===== src/rtl/alu_ctrl_seq.sv =====
// alu_ctrl_seq: fetch/decode/execute sequencer that drives an external ALU
// and register file from 9-bit instructions (op[8:5], fld[4:0]).
// Ports: clk, reset (sync, active-high), start; fetch handshake
//   instr_req/instr_addr/instr_valid/instr_data; ALU side alu_cmd,
//   ra_addr, rb_addr, opb_imm_sel, imm, alu_sc_i, alu_sc_o, alu_equal;
//   register write rf_we/rf_waddr; status busy/halted.
// Build option: ALU_CTRL_SEQ_CARRY_CHAIN_EN adds the carry flag register
//   feeding alu_sc_i; without it alu_sc_i is 0 and alu_sc_o is ignored.
module alu_ctrl_seq (
  input  logic       clk,
  input  logic       reset,
  input  logic       start,
  output logic       instr_req,
  output logic [9:0] instr_addr,
  input  logic       instr_valid,
  input  logic [8:0] instr_data,
  output logic [3:0] alu_cmd,
  output logic [2:0] ra_addr,
  output logic [2:0] rb_addr,
  output logic       opb_imm_sel,
  output logic [7:0] imm,
  output logic       alu_sc_i,
  input  logic       alu_sc_o,
  input  logic       alu_equal,
  output logic       rf_we,
  output logic [2:0] rf_waddr,
  output logic       busy,
  output logic       halted
);

  typedef enum logic [2:0] {
    S_IDLE, S_FETCH, S_DECODE, S_EXEC, S_HALT
  } state_t;

  localparam logic [3:0] OP_BNE  = 4'b1000;
  localparam logic [3:0] OP_BEQ  = 4'b1001;
  localparam logic [3:0] OP_HALT = 4'b1110;

  function automatic logic is_imm(input logic [3:0] op);
    return (op == 4'b0111) || (op == 4'b1010);
  endfunction

  function automatic logic is_cmp(input logic [3:0] op);
    return (op == OP_BNE) || (op == OP_BEQ) || (op == 4'b1101);
  endfunction

  function automatic logic writes(input logic [3:0] op);
    return !op[3] || (op == 4'b1010);
  endfunction

  state_t     state_q;
  logic [9:0] pc_q;
  logic [9:0] pc_d;
  logic [3:0] op_q;
  logic [4:0] fld_q;
  logic       eq_q;
  logic       req_q;
  logic [3:0] cmd_q;
  logic [2:0] ra_q;
  logic [2:0] rb_q;
  logic       sel_q;
  logic [7:0] imm_q;
  logic       we_q;
  logic [2:0] waddr_q;
  logic       busy_q;
  logic       halted_q;

  logic [3:0] dec_op;
  logic [2:0] dec_ra;
  logic [2:0] dec_rb;
  logic [2:0] dec_wa;
  logic       dec_sel;
  logic       taken;

  assign dec_op = instr_data[8:5];

  // Operand routing is decoded straight from the fetch bus so the
  // registered ALU controls are already valid in the DECODE cycle.
  always_comb begin
    dec_ra  = instr_data[4:2];
    dec_rb  = {1'b0, instr_data[1:0]};
    dec_wa  = instr_data[4:2];
    dec_sel = 1'b0;
    unique case (1'b1)
      is_imm(dec_op): begin
        dec_ra  = 3'd0;
        dec_wa  = 3'd0;
        dec_sel = 1'b1;
      end
      is_cmp(dec_op): begin
        dec_ra = 3'd0;
        dec_rb = 3'd1;
        dec_wa = 3'd0;
      end
      default: ;
    endcase
  end

  assign taken = ((op_q == OP_BEQ) && alu_equal)
              || ((op_q == OP_BNE) && !alu_equal);

  // 10-bit adds wrap modulo 1024 on their own.
  assign pc_d = taken ? pc_q + {{5{fld_q[4]}}, fld_q}
                      : pc_q + 10'd1;

`ifdef ALU_CTRL_SEQ_CARRY_CHAIN_EN
  logic carry_q;

  always_ff @(posedge clk) begin
    if (reset) begin
      carry_q <= 1'b0;
    end else if (state_q == S_EXEC) begin
      if ((op_q == 4'b0000) || (op_q == 4'b0001)
          || (op_q == 4'b0010) || (op_q == 4'b0111))
        carry_q <= alu_sc_o;
    end
  end

  assign alu_sc_i = carry_q;
`else
  assign alu_sc_i = 1'b0;
`endif

  always_ff @(posedge clk) begin
    if (reset) begin
      state_q  <= S_IDLE;
      pc_q     <= 10'd0;
      op_q     <= 4'd0;
      fld_q    <= 5'd0;
      eq_q     <= 1'b0;
      req_q    <= 1'b0;
      cmd_q    <= 4'b1111;
      ra_q     <= 3'd0;
      rb_q     <= 3'd0;
      sel_q    <= 1'b0;
      imm_q    <= 8'd0;
      we_q     <= 1'b0;
      waddr_q  <= 3'd0;
      busy_q   <= 1'b0;
      halted_q <= 1'b0;
    end else begin
      unique case (state_q)
        S_IDLE: begin
          if (start) begin
            state_q <= S_FETCH;
            pc_q    <= 10'd0;
            req_q   <= 1'b1;
            busy_q  <= 1'b1;
          end
        end
        S_FETCH: begin
          if (instr_valid) begin
            state_q <= S_DECODE;
            req_q   <= 1'b0;
            op_q    <= dec_op;
            fld_q   <= instr_data[4:0];
            cmd_q   <= dec_op;
            ra_q    <= dec_ra;
            rb_q    <= dec_rb;
            sel_q   <= dec_sel;
            imm_q   <= {3'b000, instr_data[4:0]};
            waddr_q <= dec_wa;
          end
        end
        S_DECODE: begin
          state_q <= S_EXEC;
          we_q    <= writes(op_q);
        end
        S_EXEC: begin
          we_q <= 1'b0;
          if (is_cmp(op_q))
            eq_q <= alu_equal;
          if (op_q == OP_HALT) begin
            state_q  <= S_HALT;
            busy_q   <= 1'b0;
            halted_q <= 1'b1;
          end else begin
            state_q <= S_FETCH;
            pc_q    <= pc_d;
            req_q   <= 1'b1;
          end
        end
        S_HALT: ;
        default: state_q <= S_IDLE;
      endcase
    end
  end

  // The equal flag has no consumer on this interface; keep it for
  // future use without tripping unused-signal lint.
  logic unused_sig;
  assign unused_sig = ^{eq_q, alu_sc_o};

  assign instr_req   = req_q;
  assign instr_addr  = pc_q;
  assign alu_cmd     = cmd_q;
  assign ra_addr     = ra_q;
  assign rb_addr     = rb_q;
  assign opb_imm_sel = sel_q;
  assign imm         = imm_q;
  // Gate the strobe so an EXEC cycle hit by reset never writes back.
  assign rf_we       = we_q & ~reset;
  assign rf_waddr    = waddr_q;
  assign busy        = busy_q;
  assign halted      = halted_q;

endmodule


===== config.mk =====
export PLATFORM = sky130hd
export DESIGN_NAME = alu_ctrl_seq
export DESIGN_NICKNAME = d
export VERILOG_FILES = /design/src/rtl/alu_ctrl_seq.sv
export SDC_FILE = /design/constraint.sdc
export NUM_CORES = 1
export LEC_CHECK = 0
export ABC_AREA = 1
export CORE_MARGIN = 2
export CORE_UTILIZATION = 48
export DETAILED_ROUTE_END_ITERATION = 8
export PLACE_DENSITY = 0.82
export SYNTH_ARGS = -nofsm -noshare
export SYNTH_HDL_FRONTEND = slang
export SYNTH_SLANG_ARGS = --single-unit

===== constraint.sdc =====
create_clock -name clk -period 3.08 [get_ports clk]
set_clock_uncertainty 0.15 [all_clocks]
set_input_delay 0.77 -clock clk [delete_from_list [all_inputs] [get_ports clk]]
set_output_delay 0.77 -clock clk [all_outputs]
set_load 0.02 [all_outputs]

==> results_dict.tcl, run 1 <==
set metrics [dict create \
    status "completed" \
    n_antenna_cell 0 \
    rows 22 \
    worst_slack_ps 160 \
    finalHoldViolCount 0 \
    core_mm2 0.00374 \
    synth_cell_types 31 \
    die_area_mm2 0.00451 \
    ioPinCount 52 \
    rr_startpoint "op_q[0]$_SDFFE_PP0P_" \
    worstPathMaxFanout 2 \
    multi_input_area_um2 993 \
    ys_seq_elements 36 \
    avgViaCountPerCell 4.93 \
    gp_congestion 0.863 \
    max_freq_ghz 0.342 \
    clk_pin_slew_ps 70 \
    required_ps 2160 \
    setup-tns-final_ps 0 \
    finalPower_w 0.00152 \
    cts_tree "done" \
    p_leak_nw 1.12 \
    layout.nets 352 \
    whs_path_depth 2 \
    period_share_pct 94.8 \
    final-setup-viol-count 0 \
    r2r_cells 16 \
    grt_remaining_overflow 0 \
    final_common_cell "nand2_1" \
    cellPowerDensity_mw_per_mm2 595 \
    grt_max_degree 30 \
    post_cts_buffers 0 \
    grt_pass1_wl_mm 7.58 \
    endpoint_kind "primary output" \
    hp-class "flip-flop to flip-flop" \
    rsz0062_at_grt "false" \
    via_count 1868 \
    grt_antenna_before_repair 0 \
    fillers 352 \
    syn_avg_cell_area_um2 6.93 \
    drcViolationCount 0 \
    synth_area_mm2 0.00191 \
    first_iter_violations 102 \
    antenna_left 0 \
    avgRoutedWirePerCell_um 11.7 \
    drv_slew 0 \
    synthCells 276 \
    vdd_ir_drop_max_mv 0.391 \
    htreeDepth 2 \
    portBuffers 45 \
    cts_buffer_depth 2 \
    final_cell_mix "nand2_1, clkdlybuf4s50_1, dfxtp_1" \
    dieHeight_um 67.1 \
    cts_resized 0 \
    regArea_um2 721 \
    startpoint_type "primary input" \
    maxCapViolations 0 \
    ys_seq_area_share_pct 37.7 \
    drt-total-wl_mm 4.44 \
    dp_slack_ps -145 \
    path_class "primary input to primary output" \
    drive_gt1_share_pct 12.7 \
    clk_latency_ps 290 \
    cts.sinks 36 \
    hold_start "halted$_SDFFE_PP0P_" \
    hpwlAfterDp_mm 3.32 \
    critPathArrivalTime_ps 2000 \
    crit_start "reset" \
    cts_buffers 5 \
    synth-warning-count 0 \
    period_minus_slack_ps 2920 \
    start_util_pct 51.1 \
    grt_pass1_vias 1800 \
    grt.total_usage_pct 22.0 \
    area_growth_pct 33.2 \
    firstDrtPassIters 4 \
    die_x_um 67.1 \
    holdBufCountCts 0 \
    root_buffer "clkbuf_8" \
]
layout make-up:
class / count / share of cell area (%)
inverters: 38 / 5.60
flip-flops and latches: 36 / 28.3
repair buffers: 56 / 20.9
clock inverters: 2 / 0.589
multi-input cells: 193 / 39.0
well taps: 48 / 2.36
clock buffers: 6 / 3.24
final timing paths:
check	end	slack, ps
setup / recovery	rf_we	160
hold / removal	halted$_SDFFE_PP0P_	300
setup reg to reg	instr_addr[8]$_SDFFE_PP0P_	690
hold reg to reg	halted$_SDFFE_PP0P_	300
worst max-delay path, cell delays in order:
cell and delay, ps:
clkdlybuf4s50_1 420, nor2_1 180, clkdlybuf4s50_1 630
Yosys cell counts (all sizes together):
cell type,instances,area [um^2]
nand3b,2,15.0
dlygate4sd1,1,8.76
dfxtp,36,721
a211oi,3,22.5
xor2,1,8.76
clkbuf,4,15.0
o21ai,9,45.0
or2,1,6.26
fa,1,20.0
a21oi,35,186
nand3,15,85.1
nand2,73,292
o31ai,1,7.51
nor3,2,10.0
a31oi,1,6.26
clkinv,1,3.75
nor2,33,136
ha,6,75.1
xnor2,2,17.5
inv,37,139
o21bai,2,18.8
a32o,1,10.0
conb,1,3.75
buf,8,60.1
state kept, by name, summed over array words and instances, names as in the netlist:
register and flops:
busy 1, instr_req 1, rb_addr 2, fld_q 5
opb_imm_sel 1, state_q 3, alu_cmd 4, instr_addr 10
rf_waddr 3, we_q 1, halted 1, op_q 4
metal layers:
metal	track usage, %	wire length, um	vias to the layer above
met5	0	0	-
li1	-	-	973
met2	38.5	2120	54
met3	6.67	295	6
met1	25.6	1970	835
met4	7.40	57	0
kinds of logic (layout without fill, tap and decap cells):
logic type	after synthesis	after routing	share of synthesized area (%)
xor gates and xnor gates	3	3	1.37
and+or+nand+nor	126	126	28.4
other	1	5	0.196
AOI/OAI and AO/OA	52	52	15.5
adders and majority gates	7	7	4.97
buffers and inverters	51	102	11.8
DFF	36	36	37.7
power by group:
group	leakage, nW	switching (W)	internal, W
clock	0.0434	0.000181	0.000181
sequential	0.293	0.0000552	0.000540
combinational	0.783	0.000332	0.000227
stage by stage:
stage	util [%]	hold WS (ps)	cells	area, um^2
after floorplan	-	304	280	1930
after global placement	65.1	286	371	2440
after detailed placement	65.1	294	371	2440
after CTS	67.7	306	379	2530
after global routing	68.0	338	379	2550
final	68.0	304	379	2550
(Power assumes the default switching activity.)
==> run 2, diff against run 1 <==
Settings changed: CAP_MARGIN from default to 20.
==> results of run 2 <==
Same layout as run 1: the final DEF is identical, and so are final timing and power.
